==> src/rtl/uart_pkg.sv <==
// Shared UART definitions: default frame/buffer sizes, receiver FSM states and
// the mid-bit sample point helper used by both directions.
package uart_pkg;

  localparam int UART_DATA_WIDTH = 8;
  localparam int UART_FIFO_DEPTH = 16;

  typedef enum logic [1:0] {
    IDLE  = 2'd0,
    START = 2'd1,
    DATA  = 2'd2,
    STOP  = 2'd3
  } rx_state_t;

  // Last count of the half-bit wait used to re-check the start bit at its centre.
  function automatic logic [15:0] half_bit_last(input logic [15:0] baud_div);
    return (baud_div >> 1) - 16'd1;
  endfunction

  // Last count of a full bit period.
  function automatic logic [15:0] full_bit_last(input logic [15:0] baud_div);
    return baud_div - 16'd1;
  endfunction

endpackage

==> src/rtl/wbit_fifo.sv <==
// Synchronous word FIFO; registered read data one cycle after a read request.
// Writes while full and reads while empty are ignored; write and read together keep occupancy.
module wbit_fifo #(
  parameter int WIDTH = 8,
  parameter int DEPTH = 16
) (
  input  logic             clk_i,
  input  logic             rst_i,
  input  logic             we_i,
  input  logic [WIDTH-1:0] din_i,
  input  logic             re_i,
  output logic [WIDTH-1:0] dout_o,
  output logic             empty_o,
  output logic             full_o
);

  localparam int AW = (DEPTH > 1) ? $clog2(DEPTH) : 1;
  localparam logic [AW:0] FULL_CNT = (AW + 1)'(DEPTH);

  logic [WIDTH-1:0] mem [DEPTH];
  logic [AW-1:0]    wr_ptr;
  logic [AW-1:0]    rd_ptr;
  logic [AW:0]      count;
  logic             do_wr;
  logic             do_rd;

  assign empty_o = (count == '0);
  assign full_o  = (count == FULL_CNT);
  assign do_wr   = we_i && !full_o;
  assign do_rd   = re_i && !empty_o;

  always_ff @(posedge clk_i) begin
    if (rst_i) begin
      wr_ptr <= '0;
      rd_ptr <= '0;
      count  <= '0;
      dout_o <= '0;
    end else begin
      if (do_wr) begin
        wr_ptr <= wr_ptr + 1'b1;
      end
      if (do_rd) begin
        rd_ptr <= rd_ptr + 1'b1;
        dout_o <= mem[rd_ptr];
      end
      case ({do_wr, do_rd})
        2'b10:   count <= count + 1'b1;
        2'b01:   count <= count - 1'b1;
        default: count <= count;
      endcase
    end
  end

  // Storage needs no reset; occupancy is tracked by the pointers and count.
  always_ff @(posedge clk_i) begin
    if (do_wr) begin
      mem[wr_ptr] <= din_i;
    end
  end

endmodule

==> src/rtl/uart_rx.sv <==
// UART receiver: 2-flop synchronised line, mid-bit sampling FSM, frames buffered in wbit_fifo.
// Stop-bit errors and frames arriving while the buffer is full are dropped with a one-cycle pulse.
module uart_rx
  import uart_pkg::*;
#(
  parameter int DATA_WIDTH = UART_DATA_WIDTH,
  parameter int FIFO_DEPTH = UART_FIFO_DEPTH
) (
  input  logic                  clk_i,
  input  logic                  rst_i,
  input  logic [15:0]           baud_div_i,
  input  logic                  rx_en_i,
  input  logic                  rx_bit_i,
  input  logic                  rx_re_i,
  output logic [DATA_WIDTH-1:0] dout_o,
  output logic                  empty_o,
  output logic                  full_o,
  output logic                  frame_err_o,
  output logic                  overrun_o
);

  localparam logic [3:0] LAST_BIT = 4'(DATA_WIDTH - 1);

  rx_state_t             state, state_nxt;
  logic [15:0]           baud_cnt, baud_nxt;
  logic [3:0]            bit_cnt, bit_nxt;
  logic [DATA_WIDTH-1:0] shift, shift_nxt;
  logic                  sync1, rx_s;
  logic                  fifo_we;
  logic                  frame_err;
  logic                  overrun;
  logic [15:0]           half_last;
  logic [15:0]           bit_last;

  assign half_last = half_bit_last(baud_div_i);
  assign bit_last  = full_bit_last(baud_div_i);

  always_ff @(posedge clk_i) begin
    if (rst_i) begin
      sync1 <= 1'b1;
      rx_s  <= 1'b1;
    end else begin
      sync1 <= rx_bit_i;
      rx_s  <= sync1;
    end
  end

  always_ff @(posedge clk_i) begin
    if (rst_i) begin
      state    <= IDLE;
      baud_cnt <= '0;
      bit_cnt  <= '0;
      shift    <= '0;
    end else begin
      state    <= state_nxt;
      baud_cnt <= baud_nxt;
      bit_cnt  <= bit_nxt;
      shift    <= shift_nxt;
    end
  end

  always_comb begin
    state_nxt = state;
    baud_nxt  = baud_cnt;
    bit_nxt   = bit_cnt;
    shift_nxt = shift;
    fifo_we   = 1'b0;
    frame_err = 1'b0;
    overrun   = 1'b0;
    unique case (state)
      IDLE: begin
        baud_nxt = '0;
        bit_nxt  = '0;
        // Enable only gates new start bits; a frame in flight always completes.
        if (rx_en_i && !rx_s) begin
          state_nxt = START;
        end
      end
      START: begin
        if (baud_cnt == half_last) begin
          baud_nxt  = '0;
          state_nxt = rx_s ? IDLE : DATA;
        end else begin
          baud_nxt = baud_cnt + 16'd1;
        end
      end
      DATA: begin
        if (baud_cnt == bit_last) begin
          baud_nxt = '0;
          for (int i = 0; i < DATA_WIDTH; i++) begin
            if (bit_cnt == 4'(i)) begin
              shift_nxt[i] = rx_s;
            end
          end
          if (bit_cnt == LAST_BIT) begin
            bit_nxt   = '0;
            state_nxt = STOP;
          end else begin
            bit_nxt = bit_cnt + 4'd1;
          end
        end else begin
          baud_nxt = baud_cnt + 16'd1;
        end
      end
      STOP: begin
        if (baud_cnt == bit_last) begin
          baud_nxt  = '0;
          state_nxt = IDLE;
          // full_o is this cycle's occupancy, so a same-cycle read cannot make room.
          if (!rx_s) begin
            frame_err = 1'b1;
          end else if (full_o) begin
            overrun = 1'b1;
          end else begin
            fifo_we = 1'b1;
          end
        end else begin
          baud_nxt = baud_cnt + 16'd1;
        end
      end
      default: begin
        state_nxt = IDLE;
      end
    endcase
  end

  assign frame_err_o = frame_err && !rst_i;
  assign overrun_o   = overrun && !rst_i;

  wbit_fifo #(
    .WIDTH (DATA_WIDTH),
    .DEPTH (FIFO_DEPTH)
  ) u_fifo (
    .clk_i   (clk_i),
    .rst_i   (rst_i),
    .we_i    (fifo_we),
    .din_i   (shift),
    .re_i    (rx_re_i),
    .dout_o  (dout_o),
    .empty_o (empty_o),
    .full_o  (full_o)
  );

endmodule

==> config.mk <==
export PLATFORM = sky130hd
export DESIGN_NAME = uart_rx
export DESIGN_NICKNAME = d
export VERILOG_FILES = /design/src/rtl/uart_pkg.sv /design/src/rtl/wbit_fifo.sv /design/src/rtl/uart_rx.sv
export SDC_FILE = /design/constraint.sdc
export NUM_CORES = 1
export LEC_CHECK = 0
export BUFFER_PORTS_ARGS = -buffer_cell sky130_fd_sc_hd__buf_4
export CAP_MARGIN = 20
export CELL_PAD_IN_SITES_DETAIL_PLACEMENT = 1
export CELL_PAD_IN_SITES_GLOBAL_PLACEMENT = 1
export CORE_UTILIZATION = 44
export CTS_BUF_LIST = sky130_fd_sc_hd__clkbuf_16
export DETAILED_ROUTE_END_ITERATION = 8
export PLACE_DENSITY = 0.7
export SETUP_SLACK_MARGIN = 0.15
export SYNTH_ARGS = -nofsm -noshare
export SYNTH_HDL_FRONTEND = slang
export SYNTH_SLANG_ARGS = --single-unit
==> constraint.sdc <==
create_clock -name clk_i -period 5.9 [get_ports clk_i]
set_input_delay 0.885 -clock clk_i [delete_from_list [all_inputs] [get_ports clk_i]]
set_output_delay 0.885 -clock clk_i [all_outputs]
set_load 0.02 [all_outputs]
# Yosys cells after proc, flatten, opt, wreduce, memory -nomap -nowiden
# Memories as Yosys holds them, arrays and structs flattened. A register that Yosys moved wholly into a read port is not among the register bits.
# Cells that the tools add are included.
[word_totals]
ff_bits = 45
ramBits = 128
in_bits = 21
out_inout_bits = 12
elab_cells = 97
memories = 1
[classes]
n_addsub = 8
eq_ne = 20
n_mux = 27
reduce_logical = 25
[mem_list]
columns = ["name", "words", "word_bits", "read_ports", "rd_ports_with_merged_regs", "write_ports", "line", "text"]
rows = [
  ["u_fifo.mem", 16, 8, 1, 1, 1, "wbit_fifo.sv:20", "logic [WIDTH-1:0] mem [DEPTH];"],
]
[ops]
columns = ["cell", "count"]
rows = [
  ["case mux 16 bit (3 select lines)", 1],
  ["equality test 16 bit", 2],
  ["2-to-1 mux 16 bit", 2],
  ["AND reduction 3 bit", 8],
  ["adder 16 x 1 -> 16 bit, second input constant", 1],
  ["equality test 4 x 3 -> 1 bit, second input constant", 4],
  ["subtractor 15 x 1 -> 16 bit, second input constant", 1],
  ["subtractor 16 x 1 -> 16 bit, second input constant", 1],
  ["2-to-1 mux 1 bit", 13],
  ["adder 4 x 1 -> 4 bit, second input constant", 3],
  ["2-to-1 mux 2 bit", 6],
  ["!= test 2 bit, second input constant", 5],
  ["case mux 5 bit (2 select lines)", 1],
  ["equality test 4 x 2 -> 1 bit, second input constant", 2],
  ["2-to-1 mux 4 bit", 2],
  ["case mux 2 bit (4 select lines)", 1],
  ["case mux 4 bit (2 select lines)", 1],
  ["equality test 2 bit, second input constant", 3],
  ["adder 5 x 1 -> 5 bit, second input constant", 1],
  ["equality test 5 bit, second input constant", 1],
  ["logical AND 1 bit", 5],
  ["zero test 5 bit", 1],
  ["AND reduction 5 bit", 1],
  ["subtractor 5 x 1 -> 5 bit, second input constant", 1],
  ["8 further kinds", 13],
]

# Depth between registers and ports, before layout
# Gate-level depths: netlist (run 1).
[depth]
ltp_word = 8
depth_mapped = 19
mapped_depth_nobuf = 18

# Hierarchy
# From an unflattened synthesis (run 1), not the netlist that was laid out.
[unflattened]
cells_unflattened = 695
hier_area_um2 = 8688.3
[modules_own_cells]
columns = ["mod", "n_inst", "cells_per_inst", "area_each_um2", "seq_area_each_um2"]
rows = [
  ["wbit_fifo", 1, 360, 6012.0, 4264.1],
  ["uart_rx", 1, 335, 2676.3, 640.6],
]

# Least setup slack after synthesis (run 1)
# OpenSTA, ideal clock, no wires.
[synth_timing]
path_type = "in2reg"
start = "input port baud_div_i[4]"
end = "register u_fifo.count[4]"
setup_time_ps = 70
arrival_ps = 4641
t_required_ps = 5830
setup_slack_ps = 1188
stages = 18
n_path_buf = 2
path_cell_list = "buf_2 -> or3_4 -> nor4_4 -> mux2i_1 -> or3b_4 -> a2111o_1 -> nor2_1 -> clkbuf_2 -> inv_1 -> ha_1 -> inv_1 -> fa_1 -> inv_1 -> a21o_1 -> a21oi_1 -> xnor2_1 -> or3_1 -> a21oi_1"
[synth_via]
elab_chain_cells = 7
elab_cells_between_ends = 9
cone_classes = "add/sub: 1; eq/ne: 3; mux: 3; reduce/logical: 2"
[synth_rtl]
columns = ["item", "line", "text"]
rows = [
  ["from (decl)", "uart_rx.sv:11", "input logic [15:0] baud_div_i,"],
  ["subtractor 16 x 1 -> 16 bit *", "uart_pkg.sv:22", "return baud_div - 16'd1;"],
  ["equality test 16 bit *", "uart_rx.sv:106", "if (baud_cnt == bit_last) begin"],
  ["2-to-1 mux 1 bit *", "uart_rx.sv:106", ""],
  ["2-to-1 mux 1 bit *", "uart_rx.sv:70", "unique case (state)"],
  ["logical AND 1 bit *", "wbit_fifo.sv:29", "assign do_wr = we_i && !full_o;"],
  ["equality test 2 x 1 -> 1 bit or equality test 2 bit (tied branches)", "wbit_fifo.sv:46", "case ({do_wr, do_rd})"],
  ["case mux 5 bit (2 select lines) or nonzero test 2 bit (tied branches)", "-", ""],
  ["to (signal assigned)", "wbit_fifo.sv:47", "2'b10: count <= count + 1'b1;"],
  ["to (signal assigned)", "wbit_fifo.sv:48", "2'b01: count <= count - 1'b1;"],
  ["to (signal assigned)", "wbit_fifo.sv:49", "default: count <= count;"],
  ["to (decl)", "wbit_fifo.sv:23", "logic [AW:0] count;"],
]
# Mark *: on every way between the ends. The rest lies on a longest branch, timed or not.
# A chain may end at the register's enable or synchronous reset.

# Worst setup path in the final report (run 1)
[layout_timing]
start = "input port baud_div_i[1]"
end = "output port overrun_o"
[layout_via]
elab_chain_cells = 5
[layout_rtl]
columns = ["item", "line", "text"]
rows = [
  ["subtractor 16 x 1 -> 16 bit", "uart_pkg.sv:22", ""],
  ["equality test 16 bit", "uart_rx.sv:106", ""],
  ["2-to-1 mux 1 bit", "uart_rx.sv:106", ""],
  ["2-to-1 mux 1 bit", "uart_rx.sv:70", ""],
  ["logical AND 1 bit", "uart_rx.sv:128", "assign overrun_o = overrun && !rst_i;"],
  ["to (decl)", "uart_rx.sv:19", "output logic overrun_o"],
]
# No other way between the ends.

==> run_results.csv, run 1 <==
group,metric,value,unit
outcome,status,"complete, no violations",
synth,yosys-mux-area-fraction,0.111,
worst_setup_path,cp-start-kind,"input port",
drt,drc,0,
timing,fmax,202,MHz
clock_network,cts_tree,"built",
pwr,sw_frac_of_total,0.202,
global_routing,grt_pass1_vias,5663,
worst_setup_path,crit_slowest_cell,"a2111oi_0",
pwr,intPower,2080,uW
timing,maxSlewHeadroom,0.437,
worst_setup_path,reg2reg_from,"baud_cnt[5]",
synth,synth_cell_types,72,
pwr,switchingPower,527,uW
clock_network,hold_buffers,0,
synth,avgSynthCellArea,13.0,um2
pwr,leakage,0.00304,uW
timing,tightest_slew,0.824,ns
worst_setup_path,critPathArrivalTime,4.07,ns
clock_network,root_buffer,"clkbuf_16",
pwr,comb_power_share,0.030,
synth,synth_top_family_by_area,"simple AND/OR/NAND/NOR gates",
drt,wl_per_cell,21.3,um
worst_setup_path,startpoint,"baud_div_i[1]",
hold_path,hp-start,"sync1",
cells_and_area,fillers,1933,
worst_setup_path,worstPathCellList,"buf_4 > inv_1 > ha_1 > nor4b_2 > nand2_1 > a2111oi_0 > nand3b_1 > a2111o_1 > or3_1 > nor3_1 > buf_4",
worst_setup_path,end_kind,"primary output",
drt,drt-total-wl,20.2,mm
hold_path,worstHoldPathType,"reg -> reg",
pwr,ir_drop,0.253,mV
worst_setup_path,max_stage_delay,0.58,ns
worst_setup_path,worst-path-max-fanout,5,
global_routing,grt_max_degree,40,
synth,syn_inst,657,
worst_setup_path,path_common_cell,"buf_4",
floorplan,die_h,141,um
global_routing,grt_pass1_wl,31.9,mm
clock_network,clk-insertion-delay-late,0.43,ns
floorplan,die-area,20000,um2
synth,async_reset_ff_frac,0,
pwr,clockPowerShare,0.452,
worst_setup_path,worst_ep_required_time,5.02,ns
timing,fin_crit_sh,0.839,
clock_network,postCtsResizedCells,0,
clock_network,numClockSinks,181,
synth,synth_edf_count,128,
global_routing,grt_overflow,0,
global_routing,antenna_found_initial,0,
cells_and_area,finalNetCount,715,
pwr,power_frac_seq,0.517,
clock_network,cts_buffers,17,
synth,synth_adder_area_share,0.0257,
cells_and_area,drive_gt1_frac,0.180,
floorplan,io-pin-count,33,
drt,drtAntennaViolNets,0,
synth,synth_compound_area_frac,0.0702,
flow_run,drv_cap,0,
floorplan,core,18900,um2
timing,rsz0062_at_grt,"false",
place,port_buffers,32,
floorplan,num_rows,50,
place,gp_congestion,0.812,
worst_setup_path,crit_type,"in -> out",
clock_network,cts_setup_buffers,0,
place,dp_hpwl,14.2,mm
drt,vias_per_cell,5.70,
drt,drt-pass1-iter-count,4,
drt,wl_met3,519,um
drt,wl_met1,8.52,mm
synth,synthesis.area,8560,um2
synth,yosys.area_share.simple,0.137,
timing,maxSlewViolCount,0,
drt,drtIter0Drc,246,
clock_network,clockBufferDepth,2,
synth,synthFlopType,"edfxtp_1",
drt,vias,5411,
timing,finClkSkew,0.0109,ns
global_routing,grt_usage,0.216,
timing,period_needed,4.95,ns
pwr,power,2610,uW
floorplan,die_x,141,um
clock_network,h-tree-depth,4,
timing,finalSetupTns,0,ns
drt,met2_wirelength,10.8,mm
timing,hold_violations,0,
synth,synthXorXnorAreaFrac,0.0563,
drt,top_layer_used,"met4",
synth,synth-seq-cells,181,
clock_network,clk_pin_slew,0.07,ns
synth,synth-seq-area-share,0.573,
floorplan,start_util,0.453,
timing,setup_viol,0,
cells_and_area,n_antenna_cell,0,
synth,synth_nets,695,
pwr,powerDensity,271,nW/um2
cells_and_area,area_growth,12.5,%
synth,ys_warn_count,0,
==> cell usage after synthesis (4+ instances only) <==
| library cell | number | area, um2 |
|---|---|---|
| a21o_1 | 4 | 30.0 |
| nand2_1 | 40 | 150 |
| dfxtp_1 | 53 | 1060 |
| mux2i_1 | 4 | 40.0 |
| or2_2 | 4 | 25.0 |
| and4_1 | 7 | 61.3 |
| a21oi_1 | 35 | 175 |
| and3_1 | 20 | 125 |
| nand2b_1 | 8 | 50.1 |
| inv_1 | 19 | 71.3 |
| mux4_2 | 40 | 901 |
| clkbuf_1 | 25 | 93.8 |
| nor4_1 | 5 | 31.3 |
| a31oi_1 | 7 | 43.8 |
| and2_1 | 6 | 37.5 |
| nor3_1 | 10 | 50.1 |
| nand3b_1 | 4 | 30.0 |
| nand4_1 | 9 | 56.3 |
| xor2_1 | 32 | 280 |
| edfxtp_1 | 128 | 3840 |
| nor2_1 | 48 | 180 |
| xnor2_1 | 23 | 201 |
| nor2b_1 | 5 | 31.3 |
| buf_2 | 4 | 20.0 |
| buf_1 | 6 | 22.5 |
| ha_1 | 16 | 200 |
| o21ai_0 | 15 | 75.1 |
| or3_1 | 11 | 68.8 |
| nand3_1 | 15 | 75.1 |
==> power by group through the flow <==
stage | combinational [uW] | sequential, uW | clock [uW]
6_report | 79.0 | 1350 | 1180
5_1_grt | 86.1 | 1350 | 1240
3_5_place_dp | 78.5 | 1380 | 0
3_3_place_gp | 76.0 | 1380 | 0
4_1_cts | 79.0 | 1350 | 1200
2_1_floorplan | 51.6 | 1370 | 0
==> layout by cell type (no fill, tap or decap), types with 5 or more instances in the layout <==
| master | n |
|---|---|
| nand3_1 | 15 |
| buf_4 | 38 |
| nand4_1 | 9 |
| nor4_1 | 5 |
| or3_1 | 11 |
| nor2b_1 | 5 |
| nand2_1 | 40 |
| and3_1 | 20 |
| nand2b_1 | 8 |
| clkbuf_16 | 17 |
| ha_1 | 16 |
| a21oi_1 | 35 |
| xnor2_1 | 23 |
| mux4_2 | 40 |
| inv_1 | 21 |
| nor2_1 | 48 |
| edfxtp_1 | 128 |
| dfxtp_1 | 52 |
| a31oi_1 | 7 |
| nor3_1 | 10 |
| and4_1 | 7 |
| and2_1 | 6 |
| o21ai_0 | 15 |
| xor2_1 | 32 |
==> kinds of logic (layout without fill, tap and decap cells) <==
| logic type | count (synthesis) | after routing |
|---|---|---|
| and+or+nand+nor | 212 | 212 |
| DFF | 181 | 181 |
| AOI/OAI and AO/OA | 91 | 91 |
| buffers and inverters | 56 | 89 |
| xor gates and xnor gates | 55 | 55 |
| muxes | 45 | 45 |
| adders and majority gates | 17 | 17 |
==> final cells by class <==
| cell class | count | area, um2 | share of cell area |
|---|---|---|---|
| multi-input combinational | 420 | 3430 | 0.356 |
| clock buffer | 17 | 425 | 0.0442 |
| timing repair buffer | 38 | 285 | 0.0296 |
| tap | 260 | 325 | 0.0338 |
| clock inverter | 15 | 186 | 0.0194 |
| sequential | 181 | 4910 | 0.509 |
| inverter | 19 | 71.3 | 0.00741 |
==> through the flow <==
| step | setup slack, ns | cells | cell area, um2 | utilization | hold WS (ns) |
|---|---|---|---|---|---|
| 6_report | 0.949 | 950 | 9630 | 0.510 | 0.414 |
| 5_1_grt | 0.712 | 950 | 9630 | 0.510 | 0.439 |
| 4_1_cts | 0.964 | 950 | 9630 | 0.510 | 0.419 |
| 3_5_place_dp | 0.650 | 918 | 9020 | 0.477 | 0.402 |
| 3_3_place_gp | 0.825 | 918 | 9020 | 0.477 | 0.399 |
| 2_1_floorplan | 1.19 | 657 | 8560 | - | 0.389 |
==> worst max-delay path: cells and delay by family <==
kind	cells	cell delay, ns
compound gates	2	1.09
simple gates	5	1.41
fa+ha+maj	1	0.27
buf+inv	3	0.40
==> metal layers <==
layer  up-vias  global-route usage
met2        77               0.390
met3        26              0.0351
li1       2531                   -
met5         -                   0
met4         0              0.0730
met1      2777               0.261
==> registers in the layout, indices dropped and copies added (netlist names), named ones only <==
signal / cells
baud_cnt: 16
bit_cnt: 4
rx_s: 1
shift: 8
state: 1
sync1: 1
u_fifo.count: 5
u_fifo.dout_o: 8
u_fifo.mem: 128
u_fifo.rd_ptr: 4
u_fifo.wr_ptr: 4
==> path summary, 6_finish.rpt <==
path	to	slack, ns	cells past startpoint
max	overrun_o	0.95	11
min	rx_s	0.41	1
max reg2reg	u_fifo.count[4]	1.93	17
min reg2reg	rx_s	0.41	1
No activity file was read; power rests on OpenSTA's default activity.
==> run 2: changes to the inputs <==
==> constraint.sdc (replaced) <==
create_clock -name clk_i -period 4.8 [get_ports clk_i]
set_input_delay 0.72 -clock clk_i [delete_from_list [all_inputs] [get_ports clk_i]]
set_output_delay 0.72 -clock clk_i [all_outputs]
set_load 0.02 [all_outputs]
==> run 2 against run 1 <==
First-iteration DRC count down 3.7%; worst setup slack worse by 0.62 ns; largest cell class unchanged; count of clock-buffer cells in the layout unchanged; wire length up 1.6%; non-clock buffer count up 3; core utilization down 0.093 points; hold slack better by 0.0016 ns; clock skew up 0.0031 ns; clock power up 10%.
==> run_results.csv, run 2 (synthesis results as in run 1) <==
group,metric,value,unit
clock_network,numClockSinks,181,
clock_network,clockBufferDepth,2,
worst_setup_path,end_kind,"primary output",
hold_path,hp-start,"sync1",
timing,hold_violations,0,
cells_and_area,largest_reg_flops,128,
cells_and_area,regArea,4910,um2
floorplan,core,18900,um2
worst_setup_path,crit_slowest_cell,"a2111o_1",
clock_network,cts_buffers,17,
floorplan,die-area,20000,um2
hold_path,whs_endpoint,"rx_s",
timing,setup_viol,0,
timing,tightest_slew,0.773,ns
drt,vias,5469,
hold_path,worstHoldPathType,"reg -> reg",
global_routing,grt_pass1_wl,32.6,mm
place,port_buffers,32,
worst_setup_path,worst_ep_required_time,4.08,ns
cells_and_area,top_regs,"u_fifo.mem (128), baud_cnt (16)",
worst_setup_path,rr_endpoint,"u_fifo.count[4]",
cells_and_area,max_flop_register,"u_fifo.mem",
worst_setup_path,path_common_cell,"buf_4",
place,gp_congestion,0.855,
timing,maxSlewHeadroom,0.480,
global_routing,antenna_found_initial,0,
place,dp_hpwl,14.3,mm
worst_setup_path,reg2reg_depth,16,
cells_and_area,fillers,1910,
cells_and_area,n_antenna_cell,0,
clock_network,h-tree-depth,4,
hold_path,hold_path_depth,1,
timing,fin_crit_sh,0.932,
worst_setup_path,max_stage_delay,0.44,ns
timing,period_needed,4.47,ns
global_routing,grt_usage,0.219,
floorplan,start_util,0.453,
floorplan,die_x,141,um
clock_network,root_buffer,"clkbuf_16",
worst_setup_path,worst-path-max-fanout,23,
cells_and_area,final_common_cell,"edfxtp_1",
outcome,status,"complete, no violations",
cells_and_area,multi_input_area,3450,um2
clock_network,clk-insertion-delay-late,0.43,ns
timing,fmax,224,MHz
drt,vias_per_cell,5.74,
clock_network,cts_tree,"built",
worst_setup_path,worstPathCellList,"buf_4 > inv_1 > ha_1 > nor4b_4 > nand2_1 > a2111oi_2 > buf_4 > nand3b_1 > a2111o_1 > buf_4 > or3_1 > nor3_1 > buf_4",
floorplan,io-pin-count,33,
cells_and_area,mostFrequentLayoutCells,"edfxtp_1 (128), dfxtp_1 (52), nor2_1 (48)",
drt,wl_per_cell,21.5,um
worst_setup_path,critPathArrivalTime,3.75,ns
pwr,leakage,0.00304,uW
global_routing,grt_max_degree,40,
cells_and_area,drive_gt1_frac,0.186,
timing,rsz0062_at_grt,"false",
drt,drtAntennaViolNets,0,
global_routing,grt_pass1_vias,5770,
global_routing,grt_overflow,0,
timing,maxSlewViolCount,0,
drt,drt-pass1-iter-count,4,
drt,drt-total-wl,20.5,mm
worst_setup_path,reg2reg_from,"baud_cnt[7]",
timing,holdWs,0.415,ns
timing,finClkSkew,0.0139,ns
cells_and_area,finalNetCount,718,
pwr,powerDensity,318,nW/um2
worst_setup_path,cp_top_family,"simple AND/OR/NAND/NOR gates",
worst_setup_path,crit_type,"in -> out",
drt,drc,0,
pwr,ir_drop,0.237,mV
worst_setup_path,worst-path-buf-inv,5,
worst_setup_path,cp-start-kind,"input port",
clock_network,clk_pin_slew,0.06,ns
floorplan,num_rows,50,
worst_setup_path,rrSetupSlack,0.99,ns
cells_and_area,area_growth,12.3,%
drt,drtIter0Drc,237,
flow_run,drv_cap,0,
floorplan,die_h,141,um
pwr,power,3060,uW
==> run 2: per-stage QoR <==
stage	worst slack, ns	setup TNS (ns)	utilization	std cells	area, um2
detailed placement	-0.115	-0.115	0.478	920	9030
finish	0.329	0	0.509	953	9610
global placement	0.132	0	0.478	920	9030
CTS	0.241	0	0.508	952	9590
floorplan	0.253	0	-	657	8560
global route	0.144	0	0.509	953	9610
==> run 2: worst max path at each step <==
stage | startpoint | end | slack, ns | depth (start not counted)
CTS | baud_div_i[0] | overrun_o | 0.24 | 13
global placement | baud_div_i[1] | u_fifo.count[4] | 0.13 | 20
global route | baud_div_i[1] | overrun_o | 0.14 | 13
floorplan | baud_div_i[4] | u_fifo.count[4] | 0.25 | 18
detailed placement | baud_div_i[1] | u_fifo.count[4] | -0.12 | 20
finish | baud_div_i[1] | overrun_o | 0.33 | 13
==> run 2: metal layers <==
layer  wire length, um  track usage
met5                 0            0
met4               283       0.0611
met3               567       0.0388
met2             11100        0.410
met1              8540        0.258
==> run 2: timing repair <==
action,in CTS,in global routing
resized for setup,1,3
setup endpoints to repair,1,3
gates cloned,0,0
hold buffers,0,0
pin swaps,0,1
setup buffers,0,1
==> run 2: report_power, final <==
part | switching (uW) | leakage, uW | internal [uW]
Sequential | 5.74 | 0.00152 | 1650
Combinational | 58.9 | 0.00124 | 39.5
Clock | 626 | 0.000275 | 677
Total | 691 | 0.00304 | 2370
==> run 2: layout make-up <==
cell class                 count  area share
tap                          260      0.0338
timing repair buffer          41      0.0320
clock inverter                15      0.0131
sequential                   181       0.510
inverter                      19     0.00742
multi-input combinational    420       0.359
clock buffer                  17      0.0443
==> run 3: changes to the inputs <==
--- a/config.mk
+++ b/config.mk
@@ -13,6 +13,7 @@
 export CTS_BUF_LIST = sky130_fd_sc_hd__clkbuf_16
 export DETAILED_ROUTE_END_ITERATION = 8
 export PLACE_DENSITY = 0.7
+export RECOVER_POWER = 50
 export SETUP_SLACK_MARGIN = 0.15
 export SYNTH_ARGS = -nofsm -noshare
 export SYNTH_HDL_FRONTEND = slang
==> run 3 against run 2 <==
The run now ends with capacitance limit, slew limit left; register-to-register slack lost 0.05 ns; clock power is essentially flat; hold slack is essentially flat; first-iteration DRC count grew 7.2%; final cell count is the same; largest power group unchanged.
==> run_results.csv, run 3 (synthesis results as in run 1) <==
group,metric,value,unit
worst_setup_path,worst_ep_required_time,4.08,ns
pwr,switchingPower,695,uW
cells_and_area,fillers,1918,
clock_network,cts_tree,"built",
worst_setup_path,crit_type,"in -> out",
timing,rsz0062_at_grt,"false",
hold_path,hp-start,"sync1",
worst_setup_path,path_common_cell,"buf_4",
worst_setup_path,startpoint,"baud_div_i[1]",
drt,drt-total-wl,20.5,mm
hold_path,worstHoldPathType,"reg -> reg",
place,dp_hpwl,14.3,mm
global_routing,grt_pass1_wl,32.6,mm
cells_and_area,mostFrequentLayoutCells,"edfxtp_1 (128), dfxtp_1 (53), nor2_1 (48)",
drt,drt-pass1-iter-count,4,
cells_and_area,finalNetCount,718,
pwr,ir_drop,0.242,mV
worst_setup_path,reg2reg_from,"baud_cnt[7]",
pwr,powerDensity,320,nW/um2
global_routing,antenna_found_initial,0,
clock_network,clockBufferDepth,2,
worst_setup_path,crit_slowest_cell,"a2111o_1",
cells_and_area,max_flop_register,"u_fifo.mem",
worst_setup_path,critPathArrivalTime,3.78,ns
pwr,leakage,0.00299,uW
clock_network,numClockSinks,181,
pwr,power,3060,uW
drt,drtIter0Drc,254,
timing,timing.final.ws_setup,0.304,ns
clock_network,root_buffer,"clkbuf_16",
pwr,clockPowerShare,0.427,
clock_network,clk_pin_slew,0.06,ns
pwr,power_frac_seq,0.541,
timing,hold_violations,0,
cells_and_area,top_regs,"u_fifo.mem (128), baud_cnt (16)",
timing,setup_viol,0,
floorplan,start_util,0.453,
timing,fmax,222,MHz
global_routing,grt_max_degree,40,
cells_and_area,drive_gt1_frac,0.167,
timing,fin_crit_sh,0.937,
timing,holdWs,0.415,ns
worst_setup_path,end_kind,"primary output",
clock_network,h-tree-depth,4,
pwr,sw_frac_of_total,0.227,
place,port_buffers,32,
timing,period_needed,4.50,ns
worst_setup_path,worstPathCellList,"buf_4 > inv_1 > ha_1 > nor4b_4 > nand2_1 > a2111oi_2 > clkbuf_4 > nand3b_1 > a2111o_1 > buf_4 > or3_1 > nor3_1 > buf_4",
timing,maxSlewHeadroom,-0.266,
clock_network,clk-insertion-delay-late,0.44,ns
cells_and_area,utilization,0.506,
outcome,status,"finished with violations",
global_routing,grt_overflow,0,
worst_setup_path,max_stage_delay,0.44,ns
timing,finClkSkew,0.0140,ns
place,gp_congestion,0.855,
cells_and_area,area_growth,11.8,%
timing,maxSlewViolCount,59,
cells_and_area,fin_cells,953,
floorplan,num_rows,50,
pwr,comb_power_share,0.032,
global_routing,grt_usage,0.219,
place,dp_slack,-0.115,ns
timing,tightest_slew,1.90,ns
worst_setup_path,worst-path-max-fanout,23,
drt,wl_per_cell,21.5,um
drt,vias,5464,
place,placedCellCount,920,
floorplan,io-pin-count,33,
drt,vias_per_cell,5.73,
floorplan,core,18900,um2
cells_and_area,final_common_cell,"edfxtp_1",
clock_network,cts_buffers,17,
cells_and_area,regArea,4900,um2
floorplan,die_h,141,um
outcome,violations,"capacitance limit, slew limit",
cells_and_area,largest_reg_flops,128,
cells_and_area,n_antenna_cell,0,
floorplan,die_x,141,um
worst_setup_path,cp-start-kind,"input port",
drt,drtAntennaViolNets,0,
global_routing,grt_pass1_vias,5770,
floorplan,die-area,20000,um2
pwr,intPower,2370,uW
flow_run,drv_cap,2,
drt,drc,0,
cells_and_area,multi_input_area,3450,um2
==> run 3: changes by cell type in the layout (fill, tap and decap cells not counted) <==
cell,previous run,this run
buf_4,41,28
clkbuf_1,0,12
clkbuf_4,0,1
dfxtp_1,52,53
dfxtp_2,1,0
==> run 3: repair_timing <==
| action | 4_1_cts | 5_1_grt |
|---|---|---|
| resized for setup | 1 | 3 |
| hold buffers | 0 | 0 |
| hold endpoints to repair | 0 | 0 |
| pin swaps | 0 | 1 |
| endpoints found under the setup margin | 1 | 3 |
| buffers inserted | 0 | 1 |
==> run 3: worst paths after layout <==
kind,to,slack [ns],depth (start not counted)
hold reg to reg,rx_s,0.42,1
setup / recovery,overrun_o,0.30,13
hold / removal,rx_s,0.42,1
setup reg to reg,u_fifo.count[4],0.94,16
==> run 3: worst max-delay path: cells and delay by family <==
family          cells  cell delay, ns
buf+inv             5            0.83
compound gates      2            0.77
fa+ha+maj           1            0.28
simple gates        5            1.18
==> run 3: layout make-up <==
cell class | instances | area share
well taps | 260 | 0.0340
clock inverters | 15 | 0.0132
flip-flops and latches | 181 | 0.513
clock buffers | 17 | 0.0445
repair buffers | 41 | 0.0275
multi-input cells | 420 | 0.361
inverters | 19 | 0.00745
==> run 3: power groups by stage <==
stage               registers [uW]  clock network, uW  logic (uW)
detailed placement            1690                  0        96.0
floorplan                     1690                  0        63.4
global route                  1660               1390         108
CTS                           1660               1330        97.9
global placement              1690                  0        93.9
finish                        1660               1310        98.3
==> run 3: through the flow <==
| stage | area, um2 | TNS (ns) |
|---|---|---|
| final | 9570 | 0 |
| after global routing | 9570 | 0 |
| after CTS | 9590 | 0 |
| after detailed placement | 9030 | -0.115 |
| after global placement | 9030 | 0 |
| after floorplan | 8560 | 0 |
==> run 3: per-layer routing <==
metal | vias up | global-route usage | routed length [um] | part of all wire
met3 | 23 | 0.0388 | 436 | 0.021
met1 | 2821 | 0.258 | 8640 | 0.42
li1 | 2547 | - | - | -
met2 | 73 | 0.410 | 11100 | 0.54
met4 | 0 | 0.0611 | 296 | 0.014
met5 | - | 0 | 0 | 0
